## config.mk

```make
export PLATFORM = sky130hd
export DESIGN_NAME = rs_derandomizer
export DESIGN_NICKNAME = d
export VERILOG_FILES = /design/src/rtl/rs_derand_pkg.sv /design/src/rtl/prbs_byte_gen.sv /design/src/rtl/rs_derandomizer.sv
export SDC_FILE = /design/constraint.sdc
export NUM_CORES = 1
export LEC_CHECK = 0
export BUFFER_PORTS_ARGS = -buffer_cell sky130_fd_sc_hd__clkbuf_2
export CORE_MARGIN = 2
export CORE_UTILIZATION = 57
export DETAILED_ROUTE_END_ITERATION = 16
export PLACE_DENSITY = 0.9
export SLEW_MARGIN = 20
export SYNTH_ARGS = -nofsm -noshare
export SYNTH_HDL_FRONTEND = slang
export SYNTH_SLANG_ARGS = --single-unit
```

## constraint.sdc

```tcl
create_clock -name clk -period 2 [get_ports clk]
set_input_delay 0.1 -clock clk [delete_from_list [all_inputs] [get_ports clk]]
set_output_delay 0.1 -clock clk [all_outputs]
set_load 0.005 [all_outputs]
```

## src/rtl/rs_derand_pkg.sv

```systemverilog
// Shared constants, state type and PRBS stepping helper for the DVB energy-dispersal derandomizer.
package rs_derand_pkg;

  localparam logic [7:0]  SYNC_BYTE      = 8'h47;
  localparam logic [7:0]  SYNC_INV       = 8'hB8;
  localparam logic [14:0] PRBS_INIT      = 15'h4A80;
  localparam int          PKT_LEN_DEF    = 188;
  localparam int          GROUP_PKTS_DEF = 8;
  localparam int          MISS_LIMIT_DEF = 3;

  typedef enum logic {HUNT, LOCKED} state_t;

  typedef struct packed {
    logic [14:0] state;
    logic [7:0]  data;
  } prbs_adv_t;

  // Bit 14 holds r1 and bit 0 holds r15; the first feedback bit lands in the byte MSB.
  function automatic prbs_adv_t prbs_advance8(input logic [14:0] s);
    prbs_adv_t r;
    logic [14:0] t;
    logic o;
    r = '0;
    t = s;
    for (int i = 0; i < 8; i++) begin
      o      = t[1] ^ t[0];
      r.data = {r.data[6:0], o};
      t      = {o, t[14:1]};
    end
    r.state = t;
    return r;
  endfunction

endpackage

```

## src/rtl/prbs_byte_gen.sv

```systemverilog
// 1+x^14+x^15 energy-dispersal generator, advancing one byte (8 bits) per step8.
module prbs_byte_gen
  import rs_derand_pkg::*;
(
  input  logic       clk,
  input  logic       reset,
  input  logic       load,
  input  logic       step8,
  output logic [7:0] prbs_byte
);

  logic [14:0] lfsr;
  prbs_adv_t   adv;

  assign adv       = prbs_advance8(lfsr);
  assign prbs_byte = adv.data;

  always_ff @(posedge clk or negedge reset) begin
    if (!reset) begin
      lfsr <= PRBS_INIT;
    end else if (load) begin
      lfsr <= PRBS_INIT;
    end else if (step8) begin
      lfsr <= adv.state;
    end
  end

endmodule

```

## src/rtl/rs_derandomizer.sv

```systemverilog
// DVB RS(204,188) receive-side derandomizer: hunts for the inverted sync, strips the PRBS, flags sync errors.
// Optional build macro SYNC_RELOCK_EN: drop lock after MISS_LIMIT consecutive bad sync bytes.
module rs_derandomizer
  import rs_derand_pkg::*;
#(
  parameter int PKT_LEN    = PKT_LEN_DEF,
  parameter int GROUP_PKTS = GROUP_PKTS_DEF
`ifdef SYNC_RELOCK_EN
  ,
  parameter int MISS_LIMIT = MISS_LIMIT_DEF
`endif
) (
  input  logic       clk,
  input  logic       reset,
  input  logic       CE,
  input  logic       Valid_in,
  input  logic [7:0] input_byte,
  output logic [7:0] Out_byte,
  output logic       CEO,
  output logic       Valid_out,
  output logic       Pkt_start,
  output logic       Sync_err
);

  localparam int BW = $clog2(PKT_LEN);
  localparam int PW = (GROUP_PKTS > 1) ? $clog2(GROUP_PKTS) : 1;
  localparam logic [BW-1:0] LAST_BYTE = BW'(PKT_LEN - 1);
  localparam logic [PW-1:0] LAST_PKT  = PW'(GROUP_PKTS - 1);

  state_t        state, state_nxt;
  logic [BW-1:0] byte_cnt, byte_cnt_nxt;
  logic [PW-1:0] pkt_cnt, pkt_cnt_nxt;
  logic [7:0]    out_nxt;
  logic          ceo_nxt, vld_nxt, pkt_start_nxt, sync_err_nxt;
  logic          accept, prbs_load, prbs_step, sync_bad;
  logic [7:0]    sync_exp, prbs_byte;

`ifdef SYNC_RELOCK_EN
  localparam int MW = $clog2(MISS_LIMIT + 1);
  localparam logic [MW-1:0] MISS_LAST = MW'(MISS_LIMIT - 1);
  logic [MW-1:0] miss_cnt, miss_nxt;
`endif

  assign accept   = CE && Valid_in;
  assign sync_exp = (pkt_cnt == '0) ? SYNC_INV : SYNC_BYTE;
  assign sync_bad = (input_byte != sync_exp);

  prbs_byte_gen u_prbs (
    .clk       (clk),
    .reset     (reset),
    .load      (prbs_load),
    .step8     (prbs_step),
    .prbs_byte (prbs_byte)
  );

  always_comb begin
    state_nxt     = state;
    byte_cnt_nxt  = byte_cnt;
    pkt_cnt_nxt   = pkt_cnt;
    out_nxt       = Out_byte;
    ceo_nxt       = 1'b0;
    vld_nxt       = Valid_out;
    pkt_start_nxt = 1'b0;
    sync_err_nxt  = 1'b0;
    prbs_load     = 1'b0;
    prbs_step     = 1'b0;
`ifdef SYNC_RELOCK_EN
    miss_nxt      = miss_cnt;
`endif
    if (accept) begin
      case (state)
        HUNT: begin
          if (input_byte == SYNC_INV) begin
            prbs_load     = 1'b1;
            pkt_cnt_nxt   = '0;
            byte_cnt_nxt  = BW'(1);
            state_nxt     = LOCKED;
            out_nxt       = SYNC_BYTE;
            ceo_nxt       = 1'b1;
            pkt_start_nxt = 1'b1;
            vld_nxt       = 1'b1;
`ifdef SYNC_RELOCK_EN
            miss_nxt      = '0;
`endif
          end
        end
        LOCKED: begin
          ceo_nxt = 1'b1;
          vld_nxt = 1'b1;
          if (byte_cnt == '0) begin
            // A bad sync is reported but treated as the expected one for counting and PRBS.
            out_nxt       = SYNC_BYTE;
            pkt_start_nxt = 1'b1;
            sync_err_nxt  = sync_bad;
            byte_cnt_nxt  = BW'(1);
            if (pkt_cnt == '0) prbs_load = 1'b1;
            else               prbs_step = 1'b1;
`ifdef SYNC_RELOCK_EN
            if (!sync_bad) begin
              miss_nxt = '0;
            end else if (miss_cnt == MISS_LAST) begin
              miss_nxt  = '0;
              state_nxt = HUNT;
              vld_nxt   = 1'b0;
            end else begin
              miss_nxt = miss_cnt + MW'(1);
            end
`endif
          end else begin
            out_nxt   = input_byte ^ prbs_byte;
            prbs_step = 1'b1;
            if (byte_cnt == LAST_BYTE) begin
              byte_cnt_nxt = '0;
              pkt_cnt_nxt  = (pkt_cnt == LAST_PKT) ? '0 : pkt_cnt + PW'(1);
            end else begin
              byte_cnt_nxt = byte_cnt + BW'(1);
            end
          end
        end
        default: state_nxt = HUNT;
      endcase
    end
  end

  always_ff @(posedge clk or negedge reset) begin
    if (!reset) begin
      state     <= HUNT;
      byte_cnt  <= '0;
      pkt_cnt   <= '0;
      Out_byte  <= '0;
      CEO       <= 1'b0;
      Valid_out <= 1'b0;
      Pkt_start <= 1'b0;
      Sync_err  <= 1'b0;
`ifdef SYNC_RELOCK_EN
      miss_cnt  <= '0;
`endif
    end else begin
      state     <= state_nxt;
      byte_cnt  <= byte_cnt_nxt;
      pkt_cnt   <= pkt_cnt_nxt;
      Out_byte  <= out_nxt;
      CEO       <= ceo_nxt;
      Valid_out <= vld_nxt;
      Pkt_start <= pkt_start_nxt;
      Sync_err  <= sync_err_nxt;
`ifdef SYNC_RELOCK_EN
      miss_cnt  <= miss_nxt;
`endif
    end
  end

endmodule
```

**After elaboration in Yosys (flattened, before gate mapping)**

Cells that the tools add are included.

- Logic and storage cells: 69
- Bits in registers: 39
- Input bits: 12

- Equality and inequality tests: 7
- $add $sub $neg: 2
- Bitwise operators: 10
- Muxes and demuxes: 35
- Reduce and logical (&&, ||, !) cells: 6

Operator list:

| kind | number |
|---|---|
| 8-bit 2-to-1 mux | 6 |
| 8-bit case mux with 2 select lines | 2 |
| 15-bit 2-to-1 mux | 2 |
| 8-bit == test, second input constant | 2 |
| 1-bit 2-to-1 mux | 16 |
| 3-bit 2-to-1 mux | 4 |
| 8-bit by 1-bit adder with 8-bit output, second input constant | 1 |
| 8-bit zero test | 1 |
| 8-bit inequality test | 1 |
| 1-bit case mux with 2 select lines | 4 |
| 1-bit XOR | 8 |
| 8-bit XOR | 1 |
| 3-bit case mux with 2 select lines | 1 |
| 2-bit inequality test, second input constant | 2 |
| 4-bit AND reduction | 1 |
| 3-bit by 1-bit adder with 3-bit output, second input constant | 1 |
| 3-bit == test, second input constant | 1 |
| 3-bit zero test | 1 |
| 2-bit by 1-bit inequality test with 1-bit output, second input constant | 1 |
| 2-bit AND reduction | 1 |
| 2-bit nonzero test | 1 |
| 1-bit logical AND | 1 |
| 1-bit inverter | 1 |

**Depth between registers and ports, before layout**

Gate-level depths: netlist of run 1.

- Depth after elaboration: 7
- Mapped depth: 7
- Gate-level depth less buffers: 6

**Cells and area by module**

A second synthesis of run 1 with hierarchy kept.

- Cells, all modules: 203
- Area total of the unflattened synthesis: 2,119.5 um^2

Modules (own cells, without submodules):

| module | area an instance (um^2) | cells each | seq. area each (um^2) | instances |
|---|---|---|---|---|
| rs_derandomizer | 1,397.6 | 138 | 600.6 | 1 |
| prbs_byte_gen | 721.9 | 65 | 380.4 | 1 |

**Worst setup path after synthesis of run 1**

OpenSTA, ideal clock, no wires.

- Path type: flip-flop to flip-flop
- From: reg byte_cnt[0]
- To: reg byte_cnt[0]
- Setup slack: 454 ps
- Data required time: 1,873 ps
- Stages on the path, launching flop included: 7
- Period minus slack after synthesis: 1,546 ps
- Data arrival time: 1,419 ps
- Buffers on the path: 0
- Cells stage by stage: dfrtp_1 -> inv_1 -> ha_1 -> nor3b_2 -> a21oi_2 -> o21ai_0 -> mux2_1

- Longest elaborated chain between the ends: 4
- Elaborated cells between the ends (all ways): 6

RTL lines:

| item | line | source |
|---|---|---|
| start, declared | rs_derandomizer.sv:31 | `logic [BW-1:0] byte_cnt, byte_cnt_nxt;` |
| start signal, assigned | rs_derandomizer.sv:140 | `byte_cnt <= byte_cnt_nxt;` |
| 8-bit by 1-bit adder with 8-bit output or 8-bit == test (tied branches) | rs_derandomizer.sv:116, rs_derandomizer.sv:112 |  |
| 8-bit 2-to-1 mux | rs_derandomizer.sv:112 | `if (byte_cnt == LAST_BYTE) begin` |
| 8-bit 2-to-1 mux * | rs_derandomizer.sv:90 | `if (byte_cnt == '0) begin` |
| 8-bit case mux with 2 select lines * | rs_derandomizer.sv:71 | `case (state)` |

Mark *: on every way between the ends. The rest lies on a longest branch, timed or not.
A chain may end at the register's enable or synchronous reset.

**Worst setup path after layout of run 1**

- From: reg byte_cnt[0]
- To: reg byte_cnt[7]

The elaborated chain is that of the path after synthesis.

==> impl_metrics.ini, run 1 <==
[pwr]
p_per_area_nw_per_um2 = 786
vdd.ir_drop.worst_mv = 0.609
p_leak_nw = 1.09

[clocking]
clk_pin_slew_ns = 0.12
clk_latency_ns = 0.35
cts_root_buf = clkbuf_4
cts-resized-gates = 0
cts_buffers = 5
cts_tree = yes
cts_setup_buffers = 0
cts_buffer_depth = 2
htreeDepth = 2
cts.sinks = 39
ctsHoldBuffers = 1

[route]
drt_first_pass_iters = 5
routed_wirelength_mm = 4.22
route.vias.total = 1509
postRouteAntennaNets = 0
drc_errors = 0
first_iter_violations = 50
vias_per_cell = 5.94
routedWlPerCell_um = 16.6

[floorplan]
start_util = 0.603
core-area_um2 = 3420
die_x_um = 64.1
pin_count = 24
fp-row-count = 21
die_h_um = 64.1
die-area_um2 = 4110

[placement]
io_buffer_count = 23
dp_hpwl_mm = 3.09
post_dp_cell_area_um2 = 2190
dp.cells = 245
place_congestion = 0.880

[synth]
ys_ff_latch = 39
synth_ff_type = dfrtp_1
yosys_warnings = 0
syn-cell-area_um2 = 2060
yosysSeqAreaShare = 0.476
syn_inst = 180
synth_edf_count = 0
ys_types = 52
avgSynthCellArea_um2 = 11.4
async_flop_share = 1.00
syn_nets = 197

[finish]
nFillCells = 259
stdcell_count = 254
regArea_um2 = 981
insertedDiodeCount = 0
fin_nets = 224
area_growth_pct = 10.3
fin_area_um2 = 2270
multi_input_area_um2 = 957
final_layout_size_suffix_gt1_frac = 0.269

[global_route]
grt_pass1_wl_mm = 7.20
grt_antenna_before_repair = 0
grt_start_max_net_pins = 40
grt_usage = 0.231
grt_pass1_vias = 1543
globalRouteOverflowTotal = 0

[outcome]
status = finished clean

[worst_setup_path]
cp_max_fo = 7
path_class = reg2reg
path_buf_inv = 1
cp.arrival_ns = 2.03
path_cells = inv_1 -> ha_1 -> nor3b_2 -> and2_1 -> nor4_4 -> a221o_1
end_kind = flop
critical-path-slowest-cell = dfrtp_1
slowest_delay_ns = 0.43
r2r_setup_slack_ns = 0.21
cp_top_family = simple AND/OR/NAND/NOR gates
start_kind = flop
crit_required_ns = 2.24

[timing]
relSlewSlack = 0.652
fmax_mhz = 560
min_period_ns = 1.79
skew_ns = 0.0156
final-hold-violation-count = 0
setup_viol = 0
tns_ns = 0
fin_crit_sh = 0.893
tightest_slew_ns = 0.508
rsz0062_at_grt = false
final-max-slew-violation-count = 0

[flow_run]
maxCapViolations = 0

[hold_path]
worstHoldPathType = in2reg
==> stage by stage <==
step	total power [mW]	worst slack, ns	hold slack (ns)	util
2_1_floorplan	1.22	0.454	-0.196	-
3_3_place_gp	1.32	0.323	0.174	0.642
3_5_place_dp	1.35	0.244	0.174	0.642
4_1_cts	1.80	0.220	0.142	0.665
5_1_grt	1.90	0.0747	0.139	0.665
6_report	1.79	0.213	0.146	0.665
==> final timing paths <==
check                      cells past startpoint               startpoint                           to
max                                            6  byte_cnt[0]$_DFFE_PN0P_      byte_cnt[7]$_DFFE_PN0P_
min reg2reg                                    1    Valid_out$_DFFE_PN0P_        Valid_out$_DFFE_PN0P_
min                                            4            input_byte[7]      Out_byte[7]$_DFFE_PN0P_
max reg2reg                                    6  byte_cnt[0]$_DFFE_PN0P_      byte_cnt[7]$_DFFE_PN0P_
min in group asynchronous                      3                    reset      byte_cnt[5]$_DFFE_PN0P_
max in group asynchronous                      3                    reset  u_prbs.lfsr[11]$_DFFE_PN1P_
==> tightest hold or removal path: cells and delay by family <==
family	cells	cell delay, ns
AND/OR/NAND/NOR	1	0.06
multiplexers	1	0.06
buffers and inverters	1	0.14
XOR/XNOR	1	0.08
==> cells in the final DEF (no fill, tap or decap), types with 2 or more instances in the layout <==
master	netlist	layout
dfrtp_1	35	35
clkbuf_2	0	23
inv_1	12	12
a22o_1	12	12
xor2_1	9	9
a21oi_1	8	8
xnor2_1	7	7
nand2_1	6	6
nand3_1	6	6
nor3_1	5	5
nor2_1	5	5
ha_1	5	5
clkbuf_4	0	5
and3_1	4	4
o22ai_1	4	4
mux2_2	4	4
buf_4	2	4
dfstp_2	4	4
nor4_4	3	3
a221o_1	3	3
nor4_1	3	3
inv_2	2	2
nand4_1	2	2
o21ai_1	2	2
and4_1	2	2
a211oi_1	2	2
nand2b_1	2	2
o32a_1	2	2
clkbuf_8	0	2
==> power by group <==
group	total, mW	switching [mW]	internal (mW)
clock	0.452	0.245	0.207
combinational	0.354	0.183	0.171
sequential	0.981	0.0839	0.897
==> area by class of cell <==
| cell class | count | area share |
|---|---|---|
| clock buffers | 8 | 0.0303 |
| inverters | 14 | 0.0231 |
| repair buffers | 28 | 0.0683 |
| multi-input cells | 119 | 0.421 |
| flip-flops and latches | 39 | 0.432 |
| well taps | 46 | 0.0253 |
==> metal layers <==
metal | vias up | share of wire | global-route usage | routed length (um)
li1 | 715 | - | - | -
met1 | 753 | 0.43 | 0.291 | 1820
met2 | 33 | 0.51 | 0.374 | 2150
met3 | 8 | 0.040 | 0.0722 | 170
met4 | 0 | 0.018 | 0.0851 | 74
met5 | - | 0 | 0 | 0
==> cell families after synthesis <==
logic type / synth area share
compound gates: 0.166
buf+inv: 0.0589
xor+xnor: 0.0680
fa+ha+maj: 0.0304
simple gates: 0.168
flops: 0.476
mux: 0.0322
==> cell usage after synthesis, types with 5 or more instances <==
master | number | share of area
nand2_1 | 6 | 0.011
nor2_1 | 5 | 0.0091
inv_1 | 12 | 0.022
nand3_1 | 6 | 0.015
a22o_1 | 12 | 0.051
ha_1 | 5 | 0.030
xnor2_1 | 7 | 0.030
nor3_1 | 5 | 0.012
a21oi_1 | 8 | 0.019
dfrtp_1 | 35 | 0.43
xor2_1 | 9 | 0.038
==> registers in the layout, indices dropped and copies added (netlist names) <==
signal,count
Sync_err,1
byte_cnt,8
u_prbs.lfsr,15
Valid_out,1
Out_byte,8
state,1
Pkt_start,1
pkt_cnt,3
CEO,1
No activity file was read; power rests on OpenSTA's default activity.
==> inputs of run 2 (changes only) <==
Settings changed: ABC_AREA from default to 1, CORE_UTILIZATION 57 to 58, PLACE_DENSITY 0.9 to 0.91.
==> impl_metrics.ini, run 2 <==
[floorplan]
core-area_um2 = 3420
start_util = 0.616
pin_count = 24
fp-row-count = 21
die-area_um2 = 4130
die_x_um = 64.2
die_h_um = 64.2

[finish]
largest_register = u_prbs.lfsr
fin_area_um2 = 2320
area_growth_pct = 10.3
regArea_um2 = 981
layout_commonest_cell = nand2_1
reg.largest.list = u_prbs.lfsr (15), Out_byte (8), byte_cnt (8)
nFillCells = 300
insertedDiodeCount = 0
fin_nets = 313
largest_reg_flops = 15
final_cell_mix = nand2_1 (96), dfrtp_1 (35), nand3_1 (31), inv_1 (24), clkbuf_2 (23)
final_layout_size_suffix_gt1_frac = 0.172
final_util = 0.679
multi_input_area_um2 = 958

[worst_setup_path]
critical-path-slowest-cell = dfrtp_1
start_kind = flop
cp.arrival_ns = 1.83
path_cells = inv_1 -> ha_1 -> nand3_2 -> nor2_4 -> nand2_2 -> nand2_1 -> o21ai_0
crit_required_ns = 2.21
cp_max_fo = 11
end_kind = flop
cp_top_family = simple AND/OR/NAND/NOR gates
path_buf_inv = 1
path_class = reg2reg
slowest_delay_ns = 0.43

[pwr]
p_total_mw = 2.78
intPower_mw = 1.71
switchingPower_mw = 1.07
p_per_area_nw_per_um2 = 1200
vdd.ir_drop.worst_mv = 0.729
share_seq_of_total_power = 0.464
combinationalPowerShare = 0.388
clock_power_share = 0.147
sw_frac_of_total = 0.386
p_leak_nw = 1.27

[outcome]
status = finished clean

[route]
drt_first_pass_iters = 4
route.vias.total = 1781
vias_per_cell = 5.19
routed_wirelength_mm = 4.05
first_iter_violations = 152
drc_errors = 0
routedWlPerCell_um = 11.8
postRouteAntennaNets = 0

[global_route]
grt_usage = 0.230
grt_pass1_vias = 1706
grt_pass1_wl_mm = 7.42
grt_start_max_net_pins = 40
globalRouteOverflowTotal = 0
grt_antenna_before_repair = 0

[clocking]
cts.sinks = 39
cts_buffer_depth = 2
clk_pin_slew_ns = 0.11
cts-resized-gates = 0
clk_latency_ns = 0.35
cts_root_buf = clkbuf_4
htreeDepth = 2
cts_buffers = 5
cts_tree = yes

[timing]
rsz0062_at_grt = false
final-max-slew-violation-count = 0
setup_viol = 0
final-hold-violation-count = 0
min_period_ns = 1.62
whs_ns = 0.0836
tightest_slew_ns = 0.475
fin_crit_sh = 0.808
tns_ns = 0
skew_ns = 0.0142
relSlewSlack = 0.683
fmax_mhz = 619

[flow_run]
maxCapViolations = 0

[synth]
yosysSeqAreaShare = 0.466
ys_ff_latch = 39
async_flop_share = 1.00
synth.area.top_cells = dfrtp_1 (42%), nand2_1 (17%), nand3_1 (7.4%)
yosysTopAreaCell = dfrtp_1
yosysTopAreaCellShare = 0.416
ys_types = 23
yosys_warnings = 0
avgSynthCellArea_um2 = 7.88
syn_inst = 267
syn_nets = 284
synth_edf_count = 0
yosysMostFrequentCell = nand2_1
synth_ff_type = dfrtp_1
syn-cell-area_um2 = 2100
synth_commonest_cells = nand2_1 (96), dfrtp_1 (35), nand3_1 (31)

[placement]
io_buffer_count = 23
post_dp_cell_area_um2 = 2250
dp_hpwl_mm = 3.04
place_congestion = 0.921

[hold_path]
worstHoldPathType = in2reg
[run 2: kinds of logic (layout without fill, tap and decap cells)]
kind of cell,count (synthesis),count (layout),synth area share
AND/OR/NAND/NOR,162,162,0.331
flip-flops,39,39,0.466
buffers and inverters,33,63,0.0785
XOR/XNOR,15,15,0.0624
AO/OA/AOI/OAI,13,13,0.0327
adder cells (fa/ha/maj),5,5,0.0297
[run 2: worst paths after layout]
kind	from	endpoint	slack, ns	cells after the start
worst max-delay path	byte_cnt[0]$_DFFE_PN0P_	u_prbs.lfsr[8]$_DFFE_PN0P_	0.38	7
worst min-delay path	input_byte[0]	Out_byte[0]$_DFFE_PN0P_	0.08	5
worst max register to register	byte_cnt[0]$_DFFE_PN0P_	u_prbs.lfsr[8]$_DFFE_PN0P_	0.38	7
worst min register to register	Valid_out$_DFFE_PN0P_	Valid_out$_DFFE_PN0P_	0.48	1
max in group asynchronous	reset	u_prbs.lfsr[7]$_DFFE_PN1P_	1.32	3
min in group asynchronous	reset	pkt_cnt[1]$_DFFE_PN0P_	0.32	3
[run 2: power groups by stage]
stage	clock [mW]	combinational (mW)	sequential [mW]
floorplan	0	0.819	1.27
global placement	0	1.05	1.30
detailed placement	0	1.08	1.30
CTS	0.424	1.08	1.29
global route	0.460	1.25	1.32
finish	0.410	1.08	1.29
[run 2: worst register-to-register path: stages (launching register included)]
cell and delay, ns:
dfrtp_1 0.43, inv_1 0.12, ha_1 0.17, nand3_2 0.09
nor2_4 0.19, nand2_2 0.18, nand2_1 0.18, o21ai_0 0.11
[run 2: through the flow]
stage | cells | setup slack [ns]
after floorplan | 267 | 0.676
final | 343 | 0.385
after detailed placement | 334 | 0.452
after global routing | 343 | 0.232
after global placement | 334 | 0.540
after CTS | 343 | 0.398
[run 2: final cells by class]
| class | instances | area share |
|---|---|---|
| clock buffers | 7 | 0.0237 |
| clock inverters | 1 | 0.00216 |
| inverters | 25 | 0.0404 |
| multi-input cells | 195 | 0.413 |
| flip-flops and latches | 39 | 0.423 |
| well taps | 46 | 0.0248 |
| repair buffers | 30 | 0.0733 |
[run 2: layer usage]
layer  GRT usage  wire, um  share of wire
met1       0.295      1760           0.43
met2       0.376      1990           0.49
met3      0.0634       239          0.059
met4      0.0798        61          0.015
met5           0         0              0
[run 2: what timing repair did]
action / in CTS / in global routing
hold endpoints to repair: 35 / 0
setup endpoints to repair: 0 / 0
buffers inserted: 0 / 0
hold buffers: 1 / 0
